### config.mk
export PLATFORM = sky130hd
export DESIGN_NAME = led_pattern_gen
export DESIGN_NICKNAME = d
export VERILOG_FILES = /design/src/rtl/led_pattern_gen.sv
export SDC_FILE = /design/constraint.sdc
export NUM_CORES = 1
export LEC_CHECK = 0
export ABC_AREA = 1
export ABC_CLOCK_PERIOD_IN_PS = 9640
export BUFFER_PORTS_ARGS = -buffer_cell sky130_fd_sc_hd__buf_4
export CAP_MARGIN = 20
export CORE_MARGIN = 3
export CORE_UTILIZATION = 40
export DETAILED_ROUTE_END_ITERATION = 10
export PLACE_DENSITY = 0.58
export SYNTH_ARGS = -nofsm -noshare
export SYNTH_HDL_FRONTEND = slang
export SYNTH_SLANG_ARGS = --single-unit
export TNS_END_PERCENT = 30
### constraint.sdc
create_clock -name clk -period 9.64 [get_ports clk]
set_input_delay 0.482 -clock clk [delete_from_list [all_inputs] [get_ports clk]]
set_output_delay 0.482 -clock clk [all_outputs]
set_load 0.1 [all_outputs]
### src/rtl/led_pattern_gen.sv
// Multi-channel LED pattern generator: shared tick prescaler plus NCH independent
// OFF/ON/BLINK/BURST channels, configured through a single-cycle write port.
module led_pattern_gen #(
    parameter int CLKFREQ    = 16000000,
    parameter int TICK_HZ    = 1000,
    parameter int NCH        = 4,
    parameter int CH_W       = 2,
    parameter int BURST_ON   = 100,
    parameter int BURST_GAP  = 1000,
    parameter int ACTIVE_LOW = 0
) (
    input  logic            clk,
    input  logic            reset,
    input  logic            cfg_we,
    input  logic [CH_W-1:0] cfg_ch,
    input  logic [1:0]      cfg_mode,
    input  logic [15:0]     cfg_arg,
    output logic            tick,
    output logic [NCH-1:0]  led
);

    localparam int PRESCALE = CLKFREQ / TICK_HZ;
    localparam int PRE_W    = (PRESCALE > 1) ? $clog2(PRESCALE) : 1;
    localparam logic [PRE_W-1:0] PRE_LAST  = PRE_W'(PRESCALE - 1);
    localparam logic [15:0]      BLINK_RST = 16'(TICK_HZ / 2);
    localparam logic [15:0]      ON_LEN    = 16'(BURST_ON);
    localparam logic [15:0]      GAP_LEN   = 16'(BURST_GAP);

    typedef enum logic [1:0] {M_OFF = 2'd0, M_ON = 2'd1, M_BLINK = 2'd2, M_BURST = 2'd3} mode_e;
    typedef enum logic [1:0] {B_ON = 2'd0, B_OFF = 2'd1, B_GAP = 2'd2} bstate_e;

    // A zero half-period would never terminate, so it is treated as one tick.
    function automatic logic [15:0] half_period(input logic [15:0] arg);
        return (arg == 16'd0) ? 16'd1 : arg;
    endfunction

    function automatic logic phase_done(input logic [15:0] cnt, input logic [15:0] len);
        return ({1'b0, cnt} + 17'd1) == {1'b0, len};
    endfunction

    logic [PRE_W-1:0] pre_cnt;

    always_ff @(posedge clk or posedge reset) begin
        if (reset) begin
            pre_cnt <= '0;
            tick    <= 1'b0;
        end else begin
            tick    <= (pre_cnt == PRE_LAST);
            pre_cnt <= (pre_cnt == PRE_LAST) ? '0 : pre_cnt + PRE_W'(1);
        end
    end

    logic [NCH-1:0] lvl_vec;

    for (genvar i = 0; i < NCH; i++) begin : g_ch
        mode_e       mode_q, mode_d;
        bstate_e     bst_q, bst_d;
        logic [15:0] arg_q, arg_d;
        logic [15:0] cnt_q, cnt_d;
        logic [3:0]  bcnt_q, bcnt_d;
        logic        lvl_q, lvl_d;
        logic        wr_hit;

        // Channel indices beyond NCH-1 never match any instance, so they are ignored.
        assign wr_hit = cfg_we && (cfg_ch == CH_W'(i));

        always_ff @(posedge clk or posedge reset) begin
            if (reset) begin
                mode_q <= (i == 0) ? M_BLINK : M_OFF;
                arg_q  <= (i == 0) ? BLINK_RST : 16'd0;
                cnt_q  <= '0;
                bcnt_q <= '0;
                bst_q  <= B_ON;
                lvl_q  <= 1'b0;
            end else begin
                mode_q <= mode_d;
                arg_q  <= arg_d;
                cnt_q  <= cnt_d;
                bcnt_q <= bcnt_d;
                bst_q  <= bst_d;
                lvl_q  <= lvl_d;
            end
        end

        always_comb begin
            mode_d = mode_q;
            arg_d  = arg_q;
            cnt_d  = cnt_q;
            bcnt_d = bcnt_q;
            bst_d  = bst_q;
            lvl_d  = lvl_q;
            // A write on a tick cycle takes precedence; that tick is dropped for this channel.
            if (wr_hit) begin
                mode_d = mode_e'(cfg_mode);
                arg_d  = cfg_arg;
                cnt_d  = '0;
                bcnt_d = 4'd1;
                bst_d  = B_ON;
                lvl_d  = (mode_d != M_OFF) && !(mode_d == M_BURST && cfg_arg[3:0] == 4'd0);
            end else if (tick) begin
                case (mode_q)
                    M_BLINK: begin
                        if (phase_done(cnt_q, half_period(arg_q))) begin
                            cnt_d = '0;
                            lvl_d = ~lvl_q;
                        end else begin
                            cnt_d = cnt_q + 16'd1;
                        end
                    end
                    M_BURST: begin
                        if (arg_q[3:0] == 4'd0) begin
                            lvl_d = 1'b0;
                        end else begin
                            case (bst_q)
                                B_ON: begin
                                    if (phase_done(cnt_q, ON_LEN)) begin
                                        cnt_d = '0;
                                        lvl_d = 1'b0;
                                        bst_d = (bcnt_q == arg_q[3:0]) ? B_GAP : B_OFF;
                                    end else begin
                                        cnt_d = cnt_q + 16'd1;
                                    end
                                end
                                B_OFF: begin
                                    if (phase_done(cnt_q, ON_LEN)) begin
                                        cnt_d  = '0;
                                        lvl_d  = 1'b1;
                                        bst_d  = B_ON;
                                        bcnt_d = bcnt_q + 4'd1;
                                    end else begin
                                        cnt_d = cnt_q + 16'd1;
                                    end
                                end
                                B_GAP: begin
                                    if (phase_done(cnt_q, GAP_LEN)) begin
                                        cnt_d  = '0;
                                        lvl_d  = 1'b1;
                                        bst_d  = B_ON;
                                        bcnt_d = 4'd1;
                                    end else begin
                                        cnt_d = cnt_q + 16'd1;
                                    end
                                end
                                default: begin
                                    cnt_d = '0;
                                    bst_d = B_ON;
                                end
                            endcase
                        end
                    end
                    default: lvl_d = (mode_q == M_ON);
                endcase
            end
        end

        assign lvl_vec[i] = lvl_q;
    end

    always_comb begin
        led = lvl_vec ^ {NCH{ACTIVE_LOW != 0}};
    end

endmodule
* Yosys cells after proc, flatten, opt, wreduce, memory -nomap -nowiden
Cells that the tools add are included.
** Word-level totals
- Bits in registers :: 179
- Bits in latches :: 0
- RAM bits :: 0
- ROM bits :: 0
- Output and inout bits :: 5
- Memories :: 0
** Operators by class
- Add/subtract/negate cells :: 13
- $mul :: 0
- Divide/modulo/power cells :: 0
- Magnitude comparators :: 0
- Equality and inequality tests :: 81
- Shifts and indexed selects :: 0
- Multiplexer cells :: 137
- Bitwise gates (word level) :: 4
- Reductions and logical operators :: 58
** Operators by type and width (number)
- 16-bit 2-to-1 mux :: 28
- 16-bit case mux with 2 select lines :: 8
- 4-bit 2-to-1 mux :: 24
- 6-bit AND reduction :: 12
- 16-bit by 1-bit adder with 17-bit output, second input constant :: 4
- 17-bit by 10-bit == test with 1-bit output, second input constant :: 4
- 17-bit by 16-bit == test with 1-bit output :: 4
- 17-bit by 7-bit == test with 1-bit output, second input constant :: 4
- 16-bit by 1-bit adder with 16-bit output, second input constant :: 4
- 16-bit zero test :: 4
- 2-bit 2-to-1 mux :: 32
- 3-bit inequality test, second input constant :: 20
- 5-bit inequality test, second input constant :: 12
- 4-bit case mux with 2 select lines :: 4
- 2-bit == test, second input constant :: 15
- 1-bit 2-to-1 mux :: 28
- 6-bit by 4-bit inequality test with 1-bit output, second input constant :: 4
- 2-bit case mux with 3 select lines :: 4
- 3-bit nonzero test :: 8
- 4-bit zero test :: 5
- 2-bit by 1-bit == test with 1-bit output, second input constant :: 9
- 2-bit nonzero test :: 9
- 4-bit by 1-bit adder with 4-bit output, second input constant :: 4
- 4-bit == test :: 4
- other kinds (12) :: 39

* Logic depth before layout (Yosys ltp)
- Depth after elaboration :: 8
- Depth in mapped cells :: 18

* Least setup slack after synthesis
No wires, ideal clock.
- Kind :: flip-flop to flip-flop
- Start point :: register tick
- End point :: register g_ch[2].cnt_q[0]
- Data arrival time :: 1998 ps
- Data required time :: 9523 ps
- Slack :: 7526 ps
- Cell stages (with the launch flop) :: 9
- Buffers on the path :: 1
- Cell sequence :: dfrtp_1 > inv_1 > o21ai_1 > inv_1 > o21ai_1 > o21ai_1 > clkbuf_1 > nand2_1 > nand2_1
** On the way
- Longest elaborated chain between the ends :: 2
** RTL lines
- from (decl) :: RTL line 18 : output logic tick,
- from (signal assigned) :: RTL line 48 : tick <= (pre_cnt == PRE_LAST);
- 2-bit nonzero test (no source line)
- 3-bit AND reduction (no source line)
- to (signal assigned) :: RTL line 78 : cnt_q <= cnt_d;
- to (decl) :: RTL line 59 : logic [15:0] cnt_q, cnt_d;
Every way passes these cells.
A chain may end at the register's enable or synchronous reset.

* Worst setup path in the final report
- Start point :: input port cfg_we
- End point :: register g_ch[1].cnt_q[2]
** On the way
- Longest elaborated chain between the ends :: 3
- Elaborated cells on any way between the ends :: 6
- Those cells by class :: eq/ne (1); mux (1); reduce/logical (4)
** RTL lines
- from (decl) :: RTL line 14 : input logic cfg_we,
- 1-bit logical AND (*) :: RTL line 65 : assign wr_hit = cfg_we && (cfg_ch == CH_W'(i));
- 3-bit inequality test (no source line), or another cell as far along
- 3-bit AND reduction (no source line)
- to (signal assigned) :: RTL line 78
- to (decl) :: RTL line 59
Mark *: on every way between the ends. The rest lies on a longest branch, timed or not.

==> Implementation_results.wiki <==
{| class="wikitable"
! Metric !! Value
|-
| Detail Placement HPWL || 26300 um
|-
| Largest delay share family, worst path || simple AND/OR/NAND/NOR gates
|-
| Post-Synthesis Cell Area || 0.0128 sq mm
|-
| Leakage Power || 6.99 nW
|-
| Proportion of synthesized flip-flops having asynchronous set or reset || 1.00
|-
| Setup repair bufs after CTS || 0
|-
| Critical setup path kind || in -> reg
|-
| Drt initial violations || 848
|-
| Number of global-route vias before repair || 11.6k
|-
| First-pass GRT wire length || 59200 um
|-
| Clock latency on the worst-skew pair || 450 ps
|-
| Number of vias per cell || 5.14
|-
| Overflow after GRT || 0
|-
| Total power per unit cell area || 166 mW/mm^2
|-
| H-tree depth || 4
|-
| Width of the die || 185 um
|-
| Syn-to-layout area delta || 9.12%
|-
| Fin nets || 2000
|-
| Num Clock Sinks || 179
|-
| Max_slew headroom || 0.354
|-
| Final worst-path cycle share || 0.298
|-
| Fmax achieved || 349 MHz
|-
| Crit path capture type || register
|-
| Critical path buffers and inverters || 4
|-
| Final total power || 2.31 mW
|-
| Max rail drop VDD || 119 uV
|-
| Number of instances resized during post-cts repair || 0
|-
| Synthesized instance count || 1931
|-
| Final Hold Violating Endpoints || 0
|-
| Setup Viol. Count Final || 0
|-
| Remaining antenna violation count || 0
|-
| Clock transition at the registers of the reported paths || 70 ps
|-
| Floorplan row count || 64
|-
| Root buffer selected by CTS || clkbuf_16
|-
| Initial cell density of the core || 0.412
|-
| TritonCTS clock tree || yes
|-
| Top flip-flop cell by instance count after synthesis || dfrtp_1
|-
| Slew at the pin closest to its max-slew limit || 959 ps
|-
| Crit-path max cell delay || 780 ps
|-
| Count of hold buffers inserted by post-cts repair || 0
|-
| Number of remaining DRC errors || 0
|-
| Flops & latches, synth || 179
|-
| Biggest area consumer among synthesized cells || dfrtp_1
|-
| CP Data Arrival Time || 3260 ps
|-
| DRT Wirelength || 35400 um
|-
| Ports || 28
|-
| Fraction of final layout cells sized beyond drive strength 1 || 0.0994
|-
| Result of the run || complete, no violations
|-
| Unrepaired setup endpoints after global routing || false
|-
| Area of the die || 0.0341 sq mm
|-
| Pin count of the biggest net entering global routing || 127
|-
| Leading cell types by total area after synthesis || dfrtp_1 (34%), nand2_1 (21%), inv_1 (6.9%)
|-
| Cell-by-cell listing of the critical path || buf_4 > inv_1 > nor3_4 > buf_4 > inv_1 > nand2_1 > nand3_2 > a21oi_2 > nand4_1 > nand2_1
|-
| Final-layout setup total negative slack || 0 ps
|-
| Number of antenna violations at the first check in global routing || 0
|-
| Post-synthesis net count || 1982
|-
| Total of buffers placed on input and output ports || 27
|-
| Worst-case hold slack || 170 ps
|-
| RD Place Congestion || 0.856
|-
| GRT Total Usage || 0.216
|-
| CP startpoint kind || input port
|-
| Average cell area after synthesis || 6.61 sq um
|-
| Synth warn || 0
|-
| Maximum net fanout on the critical path || 42
|-
| TritonCTS Buffers || 17
|-
| Clock Skew || 11.3 ps
|-
| Number of iterations in the first detailed-routing pass || 5
|-
| Number of antenna diodes || 0
|-
| Area share of the largest cell type after synthesis || 0.337
|-
| Worst min-delay path class || in -> async
|-
| Data required time of the critical path || 10030 ps
|-
| Unique masters post-synth || 49
|-
| Post-synthesis sequential area ratio || 0.351
|-
| Max-slew violation count || 0
|-
| Via Count || 12.1k
|-
| Time the final worst path needs with I/O delays and setup || 2870 ps
|-
| Core Area || 0.0310 sq mm
|-
| WL per Instance || 15.0 um
|-
| Maximum count of clock buffers along a single path || 2
|-
| Height of the die || 185 um
|-
| Max Cap Viol || 0
|-
| Number of enable flip-flop cells after synthesis || 0
|-
| Critical-path top delay cell || a21oi_2
|}
[power by group]
part           switching (mW)  internal, mW
registers               0.113         0.847
clock network           0.338         0.379
logic                   0.416         0.214
[final timing paths]
check	cells past startpoint	from	to	slack (ps)
setup / recovery	10	cfg_we	g_ch[1].cnt_q[2]$_DFFE_PP0P_	6770
hold / removal	2	reset	g_ch[0].bcnt_q[2]$_DFFE_PP0P_	170
setup reg to reg	14	g_ch[1].cnt_q[0]$_DFFE_PP0P_	g_ch[1].cnt_q[2]$_DFFE_PP0P_	7000
hold reg to reg	1	pre_cnt[0]$_DFF_PP0_	pre_cnt[0]$_DFF_PP0_	460
max in group asynchronous	3	reset	g_ch[1].cnt_q[4]$_DFFE_PP0P_	8250
min in group clk	3	cfg_arg[14]	g_ch[2].arg_q[14]$_DFFE_PP0P_	310
[cells in the final DEF, fill, tap and decap left out, types with 7 or more instances in the layout]
cell type / count
nand3b_1: 11
ha_1: 28
xor2_1: 23
buf_4: 35
nand4_1: 85
o21ai_1: 18
or2_2: 9
inv_2: 9
a21oi_1: 11
nand3_1: 156
nor2_2: 15
nor4_1: 9
nand2_2: 34
clkbuf_16: 17
nor2_4: 15
nor2_1: 184
nand2_1: 707
inv_1: 234
dfrtp_1: 172
nor3_1: 13
dfstp_2: 7
o21ai_0: 86
nand3_2: 21
[layer usage]
metal	routed length, um	GRT usage
met1	16900	0.297
met2	16400	0.357
met3	1280	0.0310
met4	761	0.0639
met5	0	0
[cells in the mapped netlist, types with 7 or more instances]
| cell type | count |
|---|---|
| nand2_1 | 707 |
| inv_1 | 235 |
| nor2_1 | 184 |
| dfrtp_1 | 172 |
| nand3_1 | 156 |
| o21ai_0 | 86 |
| nand4_1 | 85 |
| nand2_2 | 34 |
| ha_1 | 28 |
| xor2_1 | 23 |
| nand3_2 | 21 |
| clkbuf_1 | 20 |
| o21ai_1 | 18 |
| nor2_2 | 15 |
| nor2_4 | 15 |
| nor3_1 | 13 |
| a21oi_1 | 11 |
| nand3b_1 | 11 |
| inv_2 | 9 |
| nor4_1 | 9 |
| or2_2 | 9 |
| dfstp_2 | 7 |
[per-stage QoR]
| stage | setup WS [ps] | area (sq um) | cells | util |
|---|---|---|---|---|
| final | 6770 | 13900 | 2358 | 0.450 |
| after global routing | 6590 | 13900 | 2358 | 0.450 |
| after CTS | 6800 | 13900 | 2358 | 0.450 |
| after detailed placement | 6310 | 13300 | 2326 | 0.431 |
| after global placement | 6410 | 13300 | 2325 | 0.430 |
| after floorplan | 4310 | 12800 | 1931 | - |
[state kept, by name, indices dropped and copies added (netlist names)]
name and count:
g_ch.arg_q 64, g_ch.bcnt_q 16, g_ch.bst_q 8, g_ch.cnt_q 64
g_ch.lvl_q 4, g_ch.mode_q 8, pre_cnt 14, tick 1
[layout make-up]
cell class / count / area [sq um]
Clock inverter: 13 / 138
Tap cell: 396 / 495
Sequential cell: 179 / 4490
Timing Repair Buffer: 36 / 274
Multi-Input combinational cell: 1470 / 7160
Clock buffer: 19 / 453
Fill cell: 3241 / 17100
Inverter: 245 / 927
[cells by family after synthesis]
family,synth area share
AND/OR/NAND/NOR,0.454
buffers and inverters,0.0889
flip-flops,0.351
AO/OA/AOI/OAI,0.0579
XOR/XNOR,0.0205
adder cells (fa/ha/maj),0.0274
Power figures use the tool's default switching activity.
